File: src/rtl/cv32e40s_pkg.sv
// Shared definitions for the register-file ECC logic.
// Contents:
//   REGFILE_WORD_WIDTH  stored register-file word width (32 data + 6 check bits)
//   rf_addr_t           register-file word address
//   RF_ECC_MASK         data-bit coverage mask of each of the 6 check bits
//   RF_ECC_INV          check bits that are stored inverted (1, 3 and 5)
//   scrub_state_e       background scrubber FSM states
package cv32e40s_pkg;

  localparam int REGFILE_WORD_WIDTH = 38;
  localparam int RF_ADDR_WIDTH      = 5;

  typedef logic [RF_ADDR_WIDTH-1:0] rf_addr_t;

  // Entry k is the set of data bits folded into check bit k.
  localparam logic [5:0][31:0] RF_ECC_MASK = {
    32'hFC000000,  // k = 5
    32'h03FFF800,  // k = 4
    32'h03FC07F0,  // k = 3
    32'hE3C3C78E,  // k = 2
    32'h9B33366D,  // k = 1
    32'h56AAAD5B   // k = 0
  };

  // An all-zero stored word is therefore not a valid codeword, which catches
  // stuck-at-zero storage.
  localparam logic [5:0] RF_ECC_INV = 6'b101010;

  typedef enum logic [1:0] {
    SCRUB_IDLE = 2'd0,
    SCRUB_WAIT = 2'd1,
    SCRUB_REQ  = 2'd2
  } scrub_state_e;

endpackage

File: src/rtl/cv32e40s_rf_ecc_syndrome.sv
// Combinational Hamming syndrome of one stored register-file word.
// Ports:
//   word      in   stored word, data in [31:0], check bits in [37:32]
//   syndrome  out  6-bit syndrome; zero means the word is a valid codeword
module cv32e40s_rf_ecc_syndrome
  import cv32e40s_pkg::*;
(
  input  logic [REGFILE_WORD_WIDTH-1:0] word,
  output logic [5:0]                    syndrome
);

  always_comb begin
    syndrome = '0;
    for (int k = 0; k < 6; k++) begin
      syndrome[k] = (^(word[31:0] & RF_ECC_MASK[k])) ^ word[32+k] ^ RF_ECC_INV[k];
    end
  end

endmodule

File: src/rtl/cv32e40s_rf_ecc_scrubber.sv
// Background scrubber: borrows an idle register-file read port, walks every
// word, recomputes the ECC syndrome and reports latent errors.
// Ports:
//   clk, rst          clock, synchronous active-high reset
//   enable_i          scrubbing enabled; dropping it returns to IDLE next cycle
//   interval_i        idle cycles between reads, sampled at every reload
//   req_o / raddr_o   read-port request and scrub address, stable until gnt_i
//   gnt_i / rdata_i   grant and same-cycle read data
//   clear_i           clears the sticky error flag only
//   alert_major_o     one-cycle pulse per erroneous word
//   err_sticky_o      error seen since last clear
//   err_addr_o        address of the first error since last clear
//   err_syndrome_o    syndrome of that first error
//   sweep_done_o      one-cycle pulse after the last address was scrubbed
//   state_o           FSM state, for observation
// Handshake: a read transfers in a cycle where req_o=1 and gnt_i=1; once
// raised, req_o and raddr_o hold until that cycle (or until enable_i drops);
// gnt_i is ignored while req_o=0.
module cv32e40s_rf_ecc_scrubber
  import cv32e40s_pkg::*;
#(
  parameter int NUM_WORDS      = 32,
  parameter int INTERVAL_WIDTH = 16
) (
  input  logic                          clk,
  input  logic                          rst,
  input  logic                          enable_i,
  input  logic [INTERVAL_WIDTH-1:0]     interval_i,
  output logic                          req_o,
  output rf_addr_t                      raddr_o,
  input  logic                          gnt_i,
  input  logic [REGFILE_WORD_WIDTH-1:0] rdata_i,
  input  logic                          clear_i,
  output logic                          alert_major_o,
  output logic                          err_sticky_o,
  output rf_addr_t                      err_addr_o,
  output logic [5:0]                    err_syndrome_o,
  output logic                          sweep_done_o,
  output logic [1:0]                    state_o
);

  localparam logic [1:0] S_IDLE = SCRUB_IDLE;
  localparam logic [1:0] S_WAIT = SCRUB_WAIT;
  localparam logic [1:0] S_REQ  = SCRUB_REQ;

  logic [1:0]                state;
  logic [INTERVAL_WIDTH-1:0] cnt;
  rf_addr_t                  addr;
  logic [5:0]                syndrome;
  logic                      granted;
  logic                      word_err;
  logic                      last_word;

  cv32e40s_rf_ecc_syndrome u_syndrome (
    .word     (rdata_i),
    .syndrome (syndrome)
  );

  assign req_o     = (state == S_REQ);
  assign raddr_o   = addr;
  assign state_o   = state;
  assign granted   = req_o & gnt_i;
  assign word_err  = |syndrome;
  assign last_word = (addr == rf_addr_t'(NUM_WORDS - 1));

  // Sequencing. A grant in the same cycle that enable_i drops still counts
  // as a completed read, so the address advances and the result is captured.
  always_ff @(posedge clk) begin
    if (rst) begin
      state <= S_IDLE;
      cnt   <= '0;
      addr  <= '0;
    end else begin
      case (state)
        S_IDLE: begin
          if (enable_i) begin
            state <= S_WAIT;
            cnt   <= interval_i;
          end
        end
        S_WAIT: begin
          if (!enable_i) begin
            state <= S_IDLE;
          end else if (cnt == '0) begin
            state <= S_REQ;
          end else begin
            cnt <= cnt - INTERVAL_WIDTH'(1);
          end
        end
        S_REQ: begin
          if (gnt_i) begin
            addr <= last_word ? '0 : addr + rf_addr_t'(1);
          end
          if (!enable_i) begin
            state <= S_IDLE;
          end else if (gnt_i) begin
            state <= S_WAIT;
            cnt   <= interval_i;
          end
        end
        default: state <= S_IDLE;
      endcase
    end
  end

  // Error capture, visible the cycle after the granted read. A new error
  // beats a simultaneous clear and then reloads address/syndrome, since the
  // clear has just declared the previous capture consumed.
  always_ff @(posedge clk) begin
    if (rst) begin
      alert_major_o  <= 1'b0;
      sweep_done_o   <= 1'b0;
      err_sticky_o   <= 1'b0;
      err_addr_o     <= '0;
      err_syndrome_o <= '0;
    end else begin
      alert_major_o <= granted & word_err;
      sweep_done_o  <= granted & last_word;
      if (granted && word_err) begin
        err_sticky_o <= 1'b1;
        if (!err_sticky_o || clear_i) begin
          err_addr_o     <= addr;
          err_syndrome_o <= syndrome;
        end
      end else if (clear_i) begin
        err_sticky_o <= 1'b0;
      end
    end
  end

endmodule

File: config.mk
export PLATFORM = sky130hd
export DESIGN_NAME = cv32e40s_rf_ecc_scrubber
export DESIGN_NICKNAME = d
export VERILOG_FILES = /design/src/rtl/cv32e40s_pkg.sv /design/src/rtl/cv32e40s_rf_ecc_syndrome.sv /design/src/rtl/cv32e40s_rf_ecc_scrubber.sv
export SDC_FILE = /design/constraint.sdc
export NUM_CORES = 1
export LEC_CHECK = 0
export BUFFER_PORTS_ARGS = -buffer_cell sky130_fd_sc_hd__buf_2
export CAP_MARGIN = 20
export CORE_ASPECT_RATIO = 2
export CORE_MARGIN = 4
export CORE_UTILIZATION = 40
export DETAILED_ROUTE_END_ITERATION = 8
export PLACE_DENSITY = 0.73
export SKIP_CTS_REPAIR_TIMING = 1
export SLEW_MARGIN = 40
export SYNTH_ARGS = -nofsm -noshare
export SYNTH_HDL_FRONTEND = slang
export SYNTH_SLANG_ARGS = --single-unit
File: constraint.sdc
create_clock -name clk -period 2.56 [get_ports clk]
set_input_delay 0.512 -clock clk [delete_from_list [all_inputs] [get_ports clk]]
set_output_delay 0.512 -clock clk [all_outputs]
set_load 0.1 [all_outputs]
==> results of run 1 <==
[final cells by class]
cell class	count	area (sq um)	area share
Clock inverter	3	46.29	0.01441
Sequential cell	37	742.0	0.2310
Multi-Input combinational cell	246	1692	0.5267
Inverter	3	11.26	0.003506
Timing Repair Buffer	92	490.5	0.1527
Clock buffer	5	125.1	0.03896
Tap cell	84	105.1	0.03272
[how the worst min path moves through the flow]
stage,from,endpoint,slack (ns),cells past startpoint
finish,err_syndrome_o[3],err_syndrome_o[3],0.47,2
global route,err_syndrome_o[3],err_syndrome_o[3],0.50,2
CTS,err_syndrome_o[3],err_syndrome_o[3],0.48,2
detailed placement,err_syndrome_o[3],err_syndrome_o[3],0.47,2
global placement,err_syndrome_o[3],err_syndrome_o[3],0.46,2
floorplan,cnt[10],cnt[10],0.45,2
[power groups by stage]
stage	Combinational, W	Sequential [W]	Clock (W)
after floorplan	0.000506	0.000637	0
final	0.000717	0.000618	0.000702
after CTS	0.000720	0.000617	0.000724
after detailed placement	0.000717	0.000630	0
after global placement	0.000704	0.000629	0
after global routing	0.000784	0.000621	0.000739
[cell usage in the layout, fill, tap and decap left out, drive strengths merged, types with 2 or more instances in the layout]
| cell | instances |
|---|---|
| nand2b | 4 |
| nor2 | 23 |
| xnor2 | 43 |
| xor2 | 7 |
| xor3 | 2 |
| nand2 | 25 |
| ha | 4 |
| and3 | 3 |
| a22oi | 7 |
| nand3 | 13 |
| nor3 | 9 |
| nor4 | 2 |
| a31oi | 3 |
| clkbuf | 5 |
| buf | 92 |
| inv | 3 |
| nor2b | 3 |
| xnor3 | 6 |
| o21ai | 29 |
| dfxtp | 37 |
| or3 | 3 |
| or2 | 2 |
| nor3b | 4 |
| a311oi | 2 |
| o31ai | 3 |
| o41ai | 3 |
| or4 | 3 |
| a21oi | 31 |
[metrics by stage]
step / TNS, ns / setup WS (ns)
after floorplan: 0 / 0.04885
after global placement: -0.1216 / -0.02547
after detailed placement: -1.126 / -0.1145
after CTS: 0 / 0.1525
after global routing: 0 / 0.04196
final: 0 / 0.1866
[critical path: stages]
cell and delay [ns]:
buf_2 0.11, xnor2_2 0.16, xnor3_1 0.47, xor3_1 0.46, mux2i_1 0.27, o2111ai_1 0.14
buf_4 0.20, a21oi_1 0.13, a311oi_1 0.06
[cells by family after synthesis]
group,synth area share
AO/OA/AOI/OAI,0.2037
adder cells (fa/ha/maj),0.01997
XOR/XNOR,0.2566
multiplexers,0.003994
flip-flops,0.2956
buffers and inverters,0.02995
AND/OR/NAND/NOR,0.1902
[state kept, by name, summed over array words and instances, names as in the netlist]
signal,cells
cnt,16
raddr_o,5
sweep_done_o,1
err_addr_o,5
state_o,2
alert_major_o,1
err_sticky_o,1
err_syndrome_o,6
[metal layers]
| metal | up-vias | GRT usage | wire [microns] |
|---|---|---|---|
| met3 | 17 | 0.02996 | 375 |
| met5 | - | 0 | 0 |
| met2 | 85 | 0.3500 | 3666 |
| met1 | 1119 | 0.1829 | 2363 |
| li1 | 1250 | - | - |
| met4 | 0 | 0.1069 | 227 |
==> results.py, run 1 <==
metrics = {
    "floorplanning": {
        "core_sq_um": 6056,
        "die_y_microns": 119.9,
        "dieWidth_microns": 63.97,
        "initial_core_util": 0.4138,
        "dieArea_sq_um": 7673,
        "core.rowCount": 40,
        "ios": 81,
    },
    "critical_path": {
        "cp-start-kind": "primary input",
        "r2r_cells": 6,
        "r2r-start": "cnt[3]",
        "worstSetupPathType": "primary input to flop",
        "rr_endpoint": "cnt[9]",
        "reg2reg_slack_ns": 0.38,
        "cp-startpoint": "rdata_i[24]",
        "cp-end-kind": "flop",
        "cp_max_fo": 12,
        "arrival_ns": 2.50,
        "required_ns": 2.69,
        "crit_end": "err_syndrome_o[4]",
    },
    "synthesis": {
        "yosysSeqAreaShare": 0.2956,
        "syn-cell-area_sq_um": 2506,
        "synth.area.top_cells": "dfxtp_1, xnor2_1, a21oi_1",
        "syn_inst": 301,
        "ys_ff_latch": 37,
        "async_flop_share": 0,
        "synth_fp_nets": 364,
        "yosys-top-cells-count": "xnor2_1, dfxtp_1, a21oi_1",
        "yosysTopAreaCellShare": 0.2956,
        "synthFlopType": "dfxtp_1",
        "ys_warn_count": 0,
        "yosys.area.top_type": "dfxtp_1",
        "yosysMostFrequentCell": "xnor2_1",
        "synth_edf_count": 0,
        "postSynthAreaPerCell_sq_um": 8.326,
        "synth.distinct_cells": 42,
    },
    "route": {
        "drt-vias-per-instance": 5.257,
        "vias": 2471,
        "first_iter_violations": 167,
        "drt_wl_total_microns": 6632,
        "antenna_left": 0,
        "wire_per_inst_microns": 14.11,
        "post-route-drc-count": 0,
        "first_pass_iters": 4,
    },
    "layout": {
        "n_antenna_cell": 0,
        "syn_to_final_growth_pct": 28.16,
        "nets": 448,
        "layoutNonFillerInstCount": 470,
        "fill_cells": 600,
        "fin_util": 0.5304,
        "final_layout_size_suffix_gt1_frac": 0.2824,
        "fin_area_sq_um": 3212,
    },
    "cts": {
        "clkSinkCount": 37,
        "cts_tree": "built",
        "cts.clk_slew.worst_paths_ns": 0.05,
        "cts.path.max_buffers": 2,
        "cts_root_buf": "clkbuf_16",
        "clk_latency_ns": 0.28,
        "cts_made_buffers": 5,
        "htree_levels": 2,
    },
    "timing": {
        "worst_slew_pin_slew_ns": 0.7351,
        "timing.hold.ws_ns": 0.4725,
        "finalCritPeriodShare": 0.9271,
        "grt_setup_unrepaired": "no",
        "max_freq_mhz": 421.3,
        "slew_headroom": 0.5089,
        "drv_slew": 0,
        "finalCriticalPeriod_ns": 2.373,
        "finClkSkew_ns": 0.005014,
        "hold_viol_final": 0,
        "finalSetupViolations": 0,
    },
    "global_routing": {
        "grt_max_degree": 38,
        "antenna_found_initial": 0,
        "grt_use_total": 0.1855,
        "grt_overflow_total": 0,
        "grt_pass1_wl_microns": 11280,
        "grt_pass1_vias": 2561,
    },
    "power": {
        "power.share.sequential": 0.303,
        "leakage_nw": 1.399,
        "switching_share": 0.2973,
        "power_frac_comb": 0.352,
        "p_int_w": 0.001431,
        "switchingPower_w": 0.0006053,
        "clock_power_share": 0.345,
        "cellPowerDensity_nw_per_um2": 633.9,
        "ir_worst_vdd_v": 0.0003809,
        "finalPower_w": 0.002036,
    },
    "run": {
        "drv_cap": 0,
    },
    "placed_design": {
        "numPortBuffers": 80,
        "dp_cells": 462,
        "placed_area_sq_um": 3039,
        "gp_congestion": 0.9082,
        "dp.final_hpwl_microns": 5344,
    },
    "hold_path": {
        "hp-class": "flop to flop",
    },
    "outcome": {
        "outcome": "finished clean",
    },
}
Power figures use the tool's default switching activity.
==> inputs of run 2 (changes only) <==
--- a/config.mk
+++ b/config.mk
@@ -7,7 +7,6 @@
 export LEC_CHECK = 0
 export BUFFER_PORTS_ARGS = -buffer_cell sky130_fd_sc_hd__buf_2
 export CAP_MARGIN = 20
-export CORE_ASPECT_RATIO = 2
 export CORE_MARGIN = 4
 export CORE_UTILIZATION = 40
 export DETAILED_ROUTE_END_ITERATION = 8
==> results.py, run 2 (synthesis gave the netlist of run 1 again) <==
metrics = {
    "hold_path": {
        "hold_path.startpoint": "err_addr_o[4]",
        "hp-class": "flop to flop",
    },
    "global_routing": {
        "grt_use_total": 0.1687,
        "grt_pass1_vias": 2376,
        "grt_pass1_wl_microns": 10380,
        "grt_overflow_total": 0,
        "antenna_found_initial": 0,
        "grt_max_degree": 38,
    },
    "critical_path": {
        "cp-start-kind": "primary input",
        "arrival_ns": 2.49,
        "path_buf_inv": 2,
        "cp_max_fo": 12,
        "crit_chain": "buf_2 -> xnor2_2 -> xnor3_1 -> xor3_1 -> mux2i_1 -> o2111ai_1 -> buf_4 -> a21oi_1 -> a311oi_1",
        "required_ns": 2.71,
        "worstSetupPathType": "primary input to flop",
        "cp-startpoint": "rdata_i[24]",
        "max_stage_delay_ns": 0.46,
        "cp-end-kind": "flop",
        "path_delay_family": "XOR/XNOR gates",
        "cpMaxStageDelayCell": "xor3_1",
        "r2r-start": "cnt[0]",
    },
    "power": {
        "cellPowerDensity_nw_per_um2": 558.2,
        "leakage_nw": 1.358,
        "ir_worst_vdd_v": 0.0002861,
    },
    "route": {
        "post-route-drc-count": 0,
        "first_pass_iters": 5,
        "antenna_left": 0,
        "drt-vias-per-instance": 5.309,
        "wire_per_inst_microns": 13.84,
        "first_iter_violations": 135,
        "vias": 2437,
        "drt_wl_total_microns": 6351,
    },
    "layout": {
        "fill_cells": 570,
        "final_layout_size_suffix_gt1_frac": 0.2786,
        "final_common_cell": "buf_2",
        "syn_to_final_growth_pct": 23.91,
        "fin_area_sq_um": 3105,
        "n_antenna_cell": 0,
        "nets": 446,
        "reg.largest.list": "cnt x16, err_syndrome_o x6",
        "top_register": "cnt",
        "mostFrequentLayoutCells": "buf_2, xnor2_1, dfxtp_1",
        "largest_reg_flops": 16,
    },
    "placed_design": {
        "placed_area_sq_um": 3013,
        "pre_cts_ws_ns": -0.08769,
        "dp.final_hpwl_microns": 4794,
        "numPortBuffers": 80,
        "gp_congestion": 0.8413,
    },
    "cts": {
        "cts_root_buf": "clkbuf_8",
        "cts.path.max_buffers": 2,
        "cts.clk_slew.worst_paths_ns": 0.09,
        "htree_levels": 2,
        "clkSinkCount": 37,
        "cts_made_buffers": 5,
        "clk_latency_ns": 0.30,
        "cts_tree": "built",
    },
    "floorplanning": {
        "dieArea_sq_um": 7596,
        "dieWidth_microns": 87.16,
        "core.rowCount": 28,
        "initial_core_util": 0.4183,
        "core_sq_um": 5991,
        "die_y_microns": 87.16,
        "ios": 81,
    },
    "timing": {
        "finalCritPeriodShare": 0.9138,
        "max_freq_mhz": 427.5,
        "finalCriticalPeriod_ns": 2.339,
        "hold_viol_final": 0,
        "finalSetupViolations": 0,
        "final.setup.worst_slack_ns": 0.2206,
        "drv_slew": 0,
        "finClkSkew_ns": 0.01141,
        "grt_setup_unrepaired": "no",
        "slew_headroom": 0.4608,
        "worst_slew_pin_slew_ns": 0.8071,
    },
    "outcome": {
        "outcome": "finished clean",
    },
    "run": {
        "drv_cap": 0,
    },
}
run 2: power by group:
part / switching (W) / internal [W]
logic: 0.000330 / 0.000363
clock network: 0.000230 / 0.000193
registers: 0.0000212 / 0.000596
run 2: final timing paths:
kind                             to  slack (ns)  depth (start not counted)
setup / recovery  err_syndrome_o[5]        0.22                          9
hold / removal        err_addr_o[4]        0.48                          2
setup reg to reg             cnt[6]        0.40                          9
hold reg to reg       err_addr_o[4]        0.48                          2
run 2: metrics by stage:
step | instances | util | hold slack [ns] | TNS [ns] | total power [W]
floorplan | 301 | - | 0.4457 | 0 | 0.001143
global placement | 451 | 0.5029 | 0.4611 | 0 | 0.001308
detailed placement | 451 | 0.5029 | 0.4684 | -0.8458 | 0.001323
CTS | 459 | 0.5182 | 0.4766 | 0 | 0.001743
global route | 459 | 0.5184 | 0.4915 | 0 | 0.001838
finish | 459 | 0.5184 | 0.4782 | 0 | 0.001733
run 2: area by class of cell:
cell class	instances	area (sq um)	area share
repair buffers	90	475.5	0.1531
multi-input cells	246	1692	0.5447
inverters	3	11.26	0.003626
flip-flops and latches	37	742.0	0.2389
clock buffers	5	68.82	0.02216
clock inverters	3	22.52	0.007252
well taps	75	93.84	0.03022
run 2: metal layers:
metal | GRT usage | part of all wire | vias to the layer above
met5 | 0 | 0 | -
met4 | 0.03905 | 0.0057 | 0
met3 | 0.03217 | 0.074 | 6
met2 | 0.2933 | 0.50 | 97
met1 | 0.2156 | 0.42 | 1098
li1 | - | - | 1236
run 2: tightest hold or removal path, cell delays in order, from the launching register on:
cell	delay, ns
dfxtp_1	0.31
o21ai_0	0.06
a21oi_1	0.06
==> inputs of run 3 (changes only) <==
--- a/config.mk
+++ b/config.mk
@@ -7,12 +7,14 @@
 export LEC_CHECK = 0
 export BUFFER_PORTS_ARGS = -buffer_cell sky130_fd_sc_hd__buf_2
 export CAP_MARGIN = 20
+export CORE_ASPECT_RATIO = 0.5
 export CORE_MARGIN = 4
 export CORE_UTILIZATION = 40
+export CTS_BUF_LIST = sky130_fd_sc_hd__clkbuf_8
 export DETAILED_ROUTE_END_ITERATION = 8
 export PLACE_DENSITY = 0.73
 export SKIP_CTS_REPAIR_TIMING = 1
-export SLEW_MARGIN = 40
+export SLEW_MARGIN = 10
 export SYNTH_ARGS = -nofsm -noshare
 export SYNTH_HDL_FRONTEND = slang
 export SYNTH_SLANG_ARGS = --single-unit
==> results.py, run 3 (synthesis gave the netlist of run 1 again) <==
metrics = {
    "timing": {
        "drv_slew": 0,
        "worst_slew_pin_slew_ns": 0.9690,
        "finClkSkew_ns": 0.006507,
        "finalSetupViolations": 0,
        "slew_headroom": 0.3540,
        "setup_tns_ns": 0,
        "max_freq_mhz": 435.2,
        "grt_setup_unrepaired": "no",
        "hold_viol_final": 0,
        "finalCriticalPeriod_ns": 2.298,
        "finalCritPeriodShare": 0.8976,
    },
    "route": {
        "wire_per_inst_microns": 12.27,
        "drt_wl_total_microns": 5839,
        "antenna_left": 0,
        "post-route-drc-count": 0,
        "drt-vias-per-instance": 5.048,
        "first_pass_iters": 4,
        "first_iter_violations": 129,
        "vias": 2403,
    },
    "layout": {
        "mostFrequentLayoutCells": "buf_2, xnor2_1, dfxtp_1",
        "final_common_cell": "buf_2",
        "top_register": "cnt",
        "syn_to_final_growth_pct": 25.56,
        "reg.largest.list": "cnt x16, err_syndrome_o x6",
        "n_antenna_cell": 0,
        "final_layout_size_suffix_gt1_frac": 0.2861,
        "largest_reg_flops": 16,
        "nets": 450,
    },
    "power": {
        "clock_power_share": 0.234,
        "ir_worst_vdd_v": 0.0002540,
        "cellPowerDensity_nw_per_um2": 546.6,
        "power_frac_comb": 0.408,
        "leakage_nw": 1.373,
        "switching_share": 0.3254,
        "power.share.sequential": 0.358,
        "switchingPower_w": 0.0005597,
        "p_int_w": 0.001160,
        "finalPower_w": 0.001720,
    },
    "floorplanning": {
        "dieArea_sq_um": 7673,
        "core.rowCount": 20,
        "ios": 81,
        "initial_core_util": 0.4121,
        "die_y_microns": 63.97,
        "core_sq_um": 6081,
        "dieWidth_microns": 119.9,
    },
    "global_routing": {
        "grt_pass1_vias": 2270,
        "grt_use_total": 0.1524,
        "antenna_found_initial": 0,
        "grt_pass1_wl_microns": 9798,
        "grt_overflow_total": 0,
        "grt_max_degree": 38,
    },
    "placed_design": {
        "numPortBuffers": 80,
        "dp.final_hpwl_microns": 4546,
        "gp_congestion": 0.8366,
    },
    "critical_path": {
        "reg2reg_slack_ns": 0.42,
        "crit_chain": "buf_2 -> xnor2_2 -> xnor3_1 -> xor3_1 -> mux2i_1 -> o2111a_2 -> o21ai_0 -> a21oi_1",
        "required_ns": 2.77,
        "max_stage_delay_ns": 0.44,
        "arrival_ns": 2.51,
        "cpMaxStageDelayCell": "xnor3_1",
        "worstSetupPathType": "primary input to flop",
        "r2r_cells": 9,
        "cp-start-kind": "primary input",
        "cp-end-kind": "flop",
        "cp_max_fo": 9,
    },
    "hold_path": {
        "hp-class": "flop to flop",
        "holdPathStages": 2,
    },
    "cts": {
        "htree_levels": 2,
        "cts_made_buffers": 5,
        "cts_tree": "built",
        "clk_latency_ns": 0.29,
        "cts.clk_slew.worst_paths_ns": 0.07,
        "clkSinkCount": 37,
        "cts_root_buf": "clkbuf_8",
        "cts.path.max_buffers": 2,
    },
    "outcome": {
        "outcome": "finished clean",
    },
    "run": {
        "drv_cap": 0,
    },
}
[run 3: cell types whose count changed in the layout (fill, tap and decap cells not counted)]
cell	before	now
clkinv_2	1	2
buf_4	10	14
clkinv_4	2	0
clkinvlp_4	0	1
[run 3: power groups by stage]
stage,Clock (W),Combinational (W),Sequential (W)
after floorplan,0,0.000506,0.000637
after global placement,0,0.000702,0.000629
after detailed placement,0,0.000706,0.000629
after CTS,0.000409,0.000708,0.000616
after global routing,0.000437,0.000769,0.000620
final,0.000402,0.000701,0.000616
[run 3: routing by layer]
layer / track usage / wire, microns
met3: 0.03890 / 377
met4: 0.03709 / 34
met2: 0.2600 / 2669
met1: 0.1942 / 2757
met5: 0 / 0
[run 3: layout make-up]
cell class | count | area [sq um]
multi-input cells | 246 | 1692
inverters | 3 | 11.26
flip-flops and latches | 37 | 742.0
clock buffers | 5 | 68.82
repair buffers | 94 | 505.5
well taps | 88 | 110.1
clock inverters | 3 | 17.52
fillers | 596 | 2934
[run 3: final timing paths]
kind                                         from           endpoint
worst max register to register             cnt[0]             cnt[3]
worst min register to register  err_syndrome_o[1]  err_syndrome_o[1]
worst min-delay path            err_syndrome_o[1]  err_syndrome_o[1]
worst max-delay path                  rdata_i[24]      err_addr_o[4]
[run 3: worst max-delay path: cells and delay by family]
kind | cells | cell delay [ns]
XOR/XNOR | 3 | 1.05
AO/OA/AOI/OAI | 3 | 0.59
multiplexers | 1 | 0.24
buffers and inverters | 1 | 0.11
[run 3: through the flow]
| stage | setup slack, ns | std cells | util | instance area (sq um) | hold WS [ns] |
|---|---|---|---|---|---|
| 2_1_floorplan | 0.04885 | 301 | - | 2509 | 0.4457 |
| 3_3_place_gp | -0.01990 | 468 | 0.5031 | 3059 | 0.4602 |
| 3_5_place_dp | -0.05979 | 468 | 0.5031 | 3059 | 0.4686 |
| 4_1_cts | 0.1800 | 476 | 0.5173 | 3146 | 0.4789 |
| 5_1_grt | 0.07882 | 476 | 0.5175 | 3147 | 0.5072 |
| 6_report | 0.2620 | 476 | 0.5175 | 3147 | 0.4753 |
